**config.mk**
```make
export PLATFORM = sky130hd
export DESIGN_NAME = mant_divider
export DESIGN_NICKNAME = d
export VERILOG_FILES = /design/src/rtl/mant_divider_pkg.sv /design/src/rtl/mant_div_sub.sv /design/src/rtl/mant_divider.sv
export SDC_FILE = /design/constraint.sdc
export NUM_CORES = 1
export LEC_CHECK = 0
export BUFFER_PORTS_ARGS = -buffer_cell sky130_fd_sc_hd__buf_4
export CAP_MARGIN = 20
export CORE_AREA = 2 2 89 155
export CTS_BUF_LIST = sky130_fd_sc_hd__clkbuf_4 sky130_fd_sc_hd__clkbuf_8
export CTS_CLUSTER_SIZE = 40
export DETAILED_ROUTE_END_ITERATION = 8
export DIE_AREA = 0 0 91 157
export MAX_ROUTING_LAYER = met4
export PLACE_DENSITY = 0.6
export SKIP_LAST_GASP = 1
export SYNTH_ARGS = -nofsm -noshare
export SYNTH_HDL_FRONTEND = slang
export SYNTH_SLANG_ARGS = --single-unit
```
**constraint.sdc**
```tcl
create_clock -name clk -period 6.65 [get_ports clk]
set_input_delay 0.9975 -clock clk [delete_from_list [all_inputs] [get_ports clk]]
set_output_delay 0.9975 -clock clk [all_outputs]
set_load 0.02 [all_outputs]
```
**src/rtl/mant_divider_pkg.sv**
```systemverilog
// Shared constants and types for the radix-2 restoring mantissa divider.
package mant_divider_pkg;

    // Default fraction width and the widths derived from it.
    localparam int W_DEF  = 23;
    localparam int M_DEF  = W_DEF + 1;      // mantissa width with hidden bit
    localparam int N_DEF  = W_DEF + 3;      // quotient: 1 int + W frac + 2 guard/round
    localparam int CW_DEF = $clog2(N_DEF);  // iteration counter width

    typedef enum logic [1:0] {
        IDLE = 2'd0,
        BUSY = 2'd1,
        DONE = 2'd2
    } state_t;

endpackage

```
**src/rtl/mant_div_sub.sv**
```systemverilog
// Combinational trial subtractor for the divider: o_diff = i_a - i_b computed
// as i_a + ~i_b + 1 with a parallel-prefix carry-lookahead network.
// o_borrow is set when i_b > i_a (no carry out of the top bit).
module mant_div_sub
    import mant_divider_pkg::*;
#(
    parameter int WD = M_DEF + 1
) (
    input  logic [WD-1:0] i_a,
    input  logic [WD-1:0] i_b,
    output logic [WD-1:0] o_diff,
    output logic          o_borrow
);
    localparam int LV = $clog2(WD);

    logic [WD-1:0] w_nb;
    logic [WD-1:0] w_p;
    logic [WD-1:0] w_g;
    logic [WD-1:0] w_carry;

    // Bitwise propagate/generate terms of i_a + ~i_b.
    always_comb begin
        w_nb = ~i_b;
        w_p  = i_a ^ w_nb;
        w_g  = i_a & w_nb;
    end

    // Kogge-Stone prefix: w_carry[i] is the carry out of bit i, with the +1
    // carry-in folded into the bit-0 generate term.
    always_comb begin : p_prefix
        logic [WD-1:0] g_cur;
        logic [WD-1:0] p_cur;
        logic [WD-1:0] g_nxt;
        logic [WD-1:0] p_nxt;
        g_cur    = w_g;
        g_cur[0] = w_g[0] | w_p[0];
        p_cur    = w_p;
        g_nxt    = g_cur;
        p_nxt    = p_cur;
        for (int l = 0; l < LV; l++) begin
            g_nxt = g_cur;
            p_nxt = p_cur;
            for (int i = (1 << l); i < WD; i++) begin
                g_nxt[i] = g_cur[i] | (p_cur[i] & g_cur[i - (1 << l)]);
                p_nxt[i] = p_cur[i] & p_cur[i - (1 << l)];
            end
            g_cur = g_nxt;
            p_cur = p_nxt;
        end
        w_carry = g_cur;
    end

    // Sum bits from the carries into each position; borrow is inverted carry out.
    always_comb begin
        o_diff   = w_p ^ {w_carry[WD-2:0], 1'b1};
        o_borrow = ~w_carry[WD-1];
    end

endmodule

```
**src/rtl/mant_divider.sv**
```systemverilog
// Sequential radix-2 restoring divider for normalized mantissas 1.f in [1,2).
// One quotient bit per cycle; the quotient carries 1 integer bit, W fraction
// bits and 2 guard/round bits, plus a sticky bit for the remainder.
// Optional build macro: MANT_DIVIDER_EARLY_TERM_EN -- finish as soon as the
// partial remainder becomes zero (exact divides complete early).
module mant_divider
    import mant_divider_pkg::*;
#(
    parameter int W = W_DEF
) (
    input  logic         clk,
    input  logic         rst,
    input  logic         in_valid,
    output logic         in_ready,
    input  logic [W:0]   a_mant,
    input  logic [W:0]   b_mant,
    output logic         out_valid,
    input  logic         out_ready,
    output logic [W+2:0] q,
    output logic         sticky
);
    localparam int            M    = W + 1;
    localparam int            N    = W + 3;
    localparam int            CW   = $clog2(N);
    localparam logic [CW-1:0] LAST = CW'(N - 1);

    state_t          r_state;
    logic [CW-1:0]   r_count;
    logic [M:0]      r_rem;
    logic [M-1:0]    r_div;
    logic [N-1:0]    r_q;
    logic            r_sticky;
    logic            r_in_ready;
    logic            r_out_valid;

    logic [M:0]      w_diff;
    logic            w_borrow;
    logic            w_qbit;
    logic [M:0]      w_rem_sel;
    logic [M:0]      w_rem_next;
    logic [N-1:0]    w_q_shift;
    logic            w_last;
    logic            w_finish;
    logic [N-1:0]    w_q_done;

    mant_div_sub #(
        .WD (M + 1)
    ) u_sub (
        .i_a      (r_rem),
        .i_b      ({1'b0, r_div}),
        .o_diff   (w_diff),
        .o_borrow (w_borrow)
    );

    // One restoring step: keep the difference when it did not borrow, then shift.
    // NOTE: every signal here is assigned on every path, so no latch can be inferred.
    always_comb begin
        w_qbit     = ~w_borrow;
        w_rem_sel  = w_borrow ? r_rem : w_diff;
        w_rem_next = w_rem_sel << 1;
        w_q_shift  = {r_q[N-2:0], w_qbit};
        w_last     = (r_count == LAST);
`ifdef MANT_DIVIDER_EARLY_TERM_EN
        // A zero remainder means every remaining quotient bit is zero.
        w_finish   = w_last || (w_rem_next == '0);
        w_q_done   = w_q_shift << (LAST - r_count);
`else
        w_finish   = w_last;
        w_q_done   = w_q_shift;
`endif
    end

    // Handshake FSM, iteration counter and remainder/quotient shift registers.
    // NOTE: non-blocking assignments so every register updates from pre-edge values.
    always_ff @(posedge clk) begin
        if (rst) begin
            r_state     <= IDLE;
            r_count     <= '0;
            r_rem       <= '0;
            r_div       <= '0;
            r_q         <= '0;
            r_sticky    <= 1'b0;
            r_in_ready  <= 1'b1;
            r_out_valid <= 1'b0;
        end else begin
            case (r_state)
                IDLE: begin
                    if (in_valid && r_in_ready) begin
                        r_div      <= b_mant;
                        r_rem      <= {1'b0, a_mant};
                        r_q        <= '0;
                        r_sticky   <= 1'b0;
                        r_count    <= '0;
                        r_in_ready <= 1'b0;
                        r_state    <= BUSY;
                    end
                end
                BUSY: begin
                    r_rem   <= w_rem_next;
                    r_count <= r_count + CW'(1);
                    r_q     <= w_q_shift;
                    if (w_finish) begin
                        r_q         <= w_q_done;
                        r_sticky    <= |w_rem_next;
                        r_out_valid <= 1'b1;
                        r_state     <= DONE;
                    end
                end
                DONE: begin
                    if (out_ready) begin
                        r_out_valid <= 1'b0;
                        r_in_ready  <= 1'b1;
                        r_state     <= IDLE;
                    end
                end
                default: r_state <= IDLE;
            endcase
        end
    end

    assign in_ready  = r_in_ready;
    assign out_valid = r_out_valid;
    assign q         = r_q;
    assign sticky    = r_sticky;

endmodule

```
==> results by stage <==
Layout:
- In the final layout, the share of cells above drive strength 1 is 0.170.
- The area used by multi-input combinational logic is 3080 sq um.
- The filler cells instantiated in the layout total 1420.
- Registers take 1700 sq um.
- After routing the design area is 5980 sq um.
- The area added between synthesis and finish is 17.2%.
- At the end of the flow, the number of nets in the layout was between 800 and 900.
- The repair_antennas step left the layout with diodes totalling 0.

Detailed routing:
- The final layout contains routed wiring with a total length of 15200 um.
- Summing over every cut layer, the via total after detailed routing is 5116.
- The routed wire length per instance is 16.8 um.
- For this run, design rule violations remaining after detail routing come to 0.
- The DRC marker count from the first detailed-route iteration is 212.
- After detailed routing, the number of vias per cell comes to 5.65.
- In this run the remaining antenna-violating nets after routing total 0.
- The number of optimization iterations in the first detailed-route pass is 5.

Yosys:
- Counting flops with an async set or reset pin after synthesis yields a share of 0.
- Of the total synthesized cell area, the portion taken by AND, OR, NAND and NOR gates is 0.246.
- The share of the Yosys chip area taken by registers is 0.334.
- The synthesized netlist net count is between 700 and 800.
- The area of the mapped netlist is 5100 sq um.
- Of the total synthesized cell area, the portion taken by full adders, half adders and majority gates is 0.0677.
- The number of distinct library cell variants in the gate-level netlist after synthesis is 63.
- The flip-flop and latch count after synthesis is 85.
- Among all flip-flop cells after synthesis, the most frequent one is sky130_fd_sc_hd__dfxtp_1.
- The share of the synthesized area in compound gates (AO/OA/AOI/OAI) is 0.248.
- For this run, the number of Yosys warnings is 0.
- After synthesis, the largest family of logic cells by area is compound AO/OA/AOI/OAI gates.
- The area share of xor/xnor cells in the synthesized design is 0.0258.
- Synthesis handed over a netlist of 678 instances.
- The number of enable-type register cells in the synthesized netlist is 0.
- The share of synthesized area spent on multiplexers is 0.0137.
- The average cell area after synthesis is about 7.5 sq um.

Pwr:
- The clock group share of total power is 0.171.
- The worst-case IR drop observed on VDD is between 0.1 and 0.15 mV.
- Of the total power, the share spent switching nets is 0.457.
- The power after layout is ~2.3 mW.
- Internal power comes to 1.23 mW.
- The sequential share of power is 0.265.
- Of the total power, combinational logic draws 0.563.
- For this design the ratio of total power to cell area is 378 nW/um^2.
- The static leakage is about 2.4 nW.
- In this run the power spent charging and discharging nets is 1.03 mW.

Worst setup path:
- In this run the worst path has a maximum fanout of 15.
- Data on the critical path is required at its endpoint by 6.90 ns.
- The depth of the most critical reg-to-reg path is 11.
- The standard cell with the maximum stage delay on the critical path is sky130_fd_sc_hd__ha_1.
- The element type at the critical path end is a flop.
- The largest single stage delay on the critical path is 0.58 ns.
- The worst setup path is of the flop to flop kind.
- Walking the worst path, the cells encountered are ha_1 -> nand4_4 -> nor4_2 -> o21ai_1 -> and4_1 -> o21ai_2 -> buf_4 -> mux2i_1 -> o2111ai_1 -> nor4_1 -> a21oi_1.
- The critical path launch point type is a flop.
- The arrival time of data at the critical path endpoint is roughly 3.9 ns.
- The worst setup slack for register-to-register paths is 2.97 ns.

Floorplan:
- The die height is 157 um.
- The core box area is 12900 sq um.
- In this run the count of I/O pins placed on the die edge is 81.
- The number of cell rows is 55.
- The die area is roughly 14000 sq um.
- The floorplan step set the die width to ~90 um.
- The starting density of the core is 0.394.

Clocking:
- The total number of H-tree levels is 3.
- The count of buffers added by post-CTS timing repair for setup is 0.
- The maximum clock insertion buffer count is 2.
- Clock tree synthesis selected as its root buffer the cell sky130_fd_sc_hd__clkbuf_8.
- Counting every sink on the clock net gives 85.
- Buffers inserted to repair hold after CTS numbered 0.
- Buffers inserted during clock tree synthesis total 9.
- The total of cells resized after clock tree synthesis is 0.
- After clock tree synthesis, the clock-pin slew on the worst setup and hold paths is 0.08 ns.
- The CTS tree is built.
- At the later pin of the worst-skew pair, clock insertion delay measures between 0.3 and 0.4 ns.

Timing:
- The number of hold violations in the final report is 0.
- Setup violations remaining at the end of the flow were counted as 0.
- The worst max-slew margin expressed relative to the limit is 0.377.
- The number of pins with negative max-slew slack in the final report was 0.
- After layout, the worst setup slack is 2.97 ns.
- At the pin with the least slew margin, the transition time is 0.931 ns.
- The worst hold slack is roughly 0.46 ns.
- The post-route setup TNS is 0 ns.
- The largest clock skew in the final design is 0.0147 ns.
- Static timing analysis puts the maximum clock frequency at 272 MHz.
- Setup repair after global routing left no endpoint under its margin.
- The post-route clock period utilization is 0.553.
- The final critical delay including setup and external delays is 3.68 ns.

Global routing:
- The met1 track utilization from global routing is 0.229.
- The aggregate global-route resource usage is 0.222.
- The total congestion overflow after global routing is 0.
- In the global route stage, met3 resource usage came out at 0.0378.
- The initial antenna violation count is 0.
- The via count of the first global-routing pass was 5063.
- Entering global routing, the biggest net connects 86 pins.
- The first-pass GRT wire length is approximately 25000 um.
- The met2 usage is 0.414.
- The global routing stage identified its most utilized layer as met2.

Status:
- The run finished with clean final reports.

Run:
- Across the run, the number of max-cap violations was 0.

Place:
- OpenSTA, run right after detailed placement, puts the worst setup slack at 2.99 ns.
- Input and output buffers added on the ports amount to 80.
- Routability-driven placement finished with a final weighted congestion of roughly 0.90.
- Once placement finished, the instance area stood at 5760 sq um.
- The HPWL after detailed placement is around 11000 um.

Min path:
- The worst hold path was traced through 2 stages.
- The tightest min-delay check is of the flop to flop type.
-- placed cells by master (no fill, tap or decap), types with 3 or more instances in the layout --
cell,Yosys,layout
sky130_fd_sc_hd__nand4_1,9,9
sky130_fd_sc_hd__or2_2,5,5
sky130_fd_sc_hd__inv_1,33,33
sky130_fd_sc_hd__and4_1,3,3
sky130_fd_sc_hd__or3_1,4,3
sky130_fd_sc_hd__o21ai_1,3,3
sky130_fd_sc_hd__o21ai_0,17,16
sky130_fd_sc_hd__xnor2_1,9,9
sky130_fd_sc_hd__dfxtp_1,85,85
sky130_fd_sc_hd__ha_1,26,26
sky130_fd_sc_hd__nand3_1,38,38
sky130_fd_sc_hd__a22oi_1,10,10
sky130_fd_sc_hd__and3_1,7,7
sky130_fd_sc_hd__o21bai_1,3,3
sky130_fd_sc_hd__a31oi_1,4,4
sky130_fd_sc_hd__clkbuf_8,0,9
sky130_fd_sc_hd__nand2_1,121,121
sky130_fd_sc_hd__mux2i_1,7,7
sky130_fd_sc_hd__a221oi_1,16,16
sky130_fd_sc_hd__a21o_1,9,9
sky130_fd_sc_hd__nor4_1,6,6
sky130_fd_sc_hd__nor2b_1,5,5
sky130_fd_sc_hd__nor2_1,42,41
sky130_fd_sc_hd__nor3_1,7,6
sky130_fd_sc_hd__and2_1,4,4
sky130_fd_sc_hd__o211ai_1,11,11
sky130_fd_sc_hd__o21a_1,4,4
sky130_fd_sc_hd__nand2b_1,4,4
sky130_fd_sc_hd__xor2_1,6,6
sky130_fd_sc_hd__buf_4,3,85
sky130_fd_sc_hd__a21oi_1,97,97
-- metrics by stage --
step | utilization | std cells
floorplan | - | 678
global placement | 0.445 | 888
detailed placement | 0.445 | 888
CTS | 0.460 | 904
global route | 0.462 | 905
finish | 0.462 | 905
-- worst max-delay path, delay by kind of cell, from the launching register on --
| kind | cells | cell delay, ns |
|---|---|---|
| mux | 1 | 0.36 |
| simple gates | 4 | 0.90 |
| fa+ha+maj | 1 | 0.58 |
| flops | 1 | 0.39 |
| buf+inv | 1 | 0.38 |
| compound gates | 4 | 0.95 |
-- area by class of cell --
cell class / count / share of cell area
Clock inverter: 6 / 0.0117
Sequential cell: 85 / 0.285
Clock buffer: 10 / 0.0220
Timing Repair Buffer: 86 / 0.110
Inverter: 33 / 0.0207
Tap cell: 171 / 0.0358
Multi-Input combinational cell: 514 / 0.515
-- cell families after synthesis --
family / Yosys count
XOR/XNOR: 15
AND/OR/NAND/NOR: 267
flip-flops: 85
buffers and inverters: 79
AO/OA/AOI/OAI: 198
multiplexers: 7
adder cells (fa/ha/maj): 27
-- path summary, 6_finish.rpt --
kind | startpoint | end
worst max-delay path | r_rem[14] | sticky
worst min-delay path | r_div[23] | r_div[23]
worst max register to register | r_rem[14] | sticky
worst min register to register | r_div[23] | r_div[23]
-- cell usage after synthesis, types with 4 or more instances --
cell type | number | area (sq um)
sky130_fd_sc_hd__nand2b_1 | 4 | 25.0
sky130_fd_sc_hd__mux2i_1 | 7 | 70.1
sky130_fd_sc_hd__a221oi_1 | 16 | 140
sky130_fd_sc_hd__o21ai_0 | 17 | 85.1
sky130_fd_sc_hd__nor3_1 | 7 | 35.0
sky130_fd_sc_hd__o211ai_1 | 11 | 82.6
sky130_fd_sc_hd__nor2_1 | 42 | 158
sky130_fd_sc_hd__nand4_1 | 9 | 56.3
sky130_fd_sc_hd__ha_1 | 26 | 325
sky130_fd_sc_hd__or2_2 | 5 | 31.3
sky130_fd_sc_hd__nor2b_1 | 5 | 31.3
sky130_fd_sc_hd__and3_1 | 7 | 43.8
sky130_fd_sc_hd__nand3_1 | 38 | 190
sky130_fd_sc_hd__dfxtp_1 | 85 | 1700
sky130_fd_sc_hd__xor2_1 | 6 | 52.6
sky130_fd_sc_hd__or3_1 | 4 | 25.0
sky130_fd_sc_hd__o21a_1 | 4 | 30.0
sky130_fd_sc_hd__buf_2 | 8 | 40.0
sky130_fd_sc_hd__a21oi_1 | 97 | 485
sky130_fd_sc_hd__xnor2_1 | 9 | 78.8
sky130_fd_sc_hd__a31oi_1 | 4 | 25.0
sky130_fd_sc_hd__inv_1 | 33 | 124
sky130_fd_sc_hd__and2_1 | 4 | 25.0
sky130_fd_sc_hd__clkbuf_1 | 28 | 105
sky130_fd_sc_hd__nand2_1 | 121 | 454
sky130_fd_sc_hd__a21o_1 | 9 | 67.6
sky130_fd_sc_hd__nor4_1 | 6 | 37.5
sky130_fd_sc_hd__a22oi_1 | 10 | 75.1
sky130_fd_sc_hd__buf_1 | 5 | 18.8
-- power groups by stage --
stage,registers (mW),clock network [mW],logic [mW]
global route,0.605,0.419,1.40
finish,0.600,0.387,1.27
global placement,0.609,0,1.26
detailed placement,0.611,0,1.26
floorplan,0.599,0,0.970
CTS,0.600,0.403,1.27
-- registers in the layout, indices dropped and copies added, names as in the netlist --
register,count
r_div,24
q,26
in_ready,1
sticky,1
r_rem,25
r_count,5
r_state,2
out_valid,1
-- routing by layer --
layer  vias up  part of all wire
met5         -                 0
li1       2508                 -
met3        27             0.041
met4         0             0.027
met2       118              0.55
met1      2463              0.38
(Power assumes the default switching activity.)
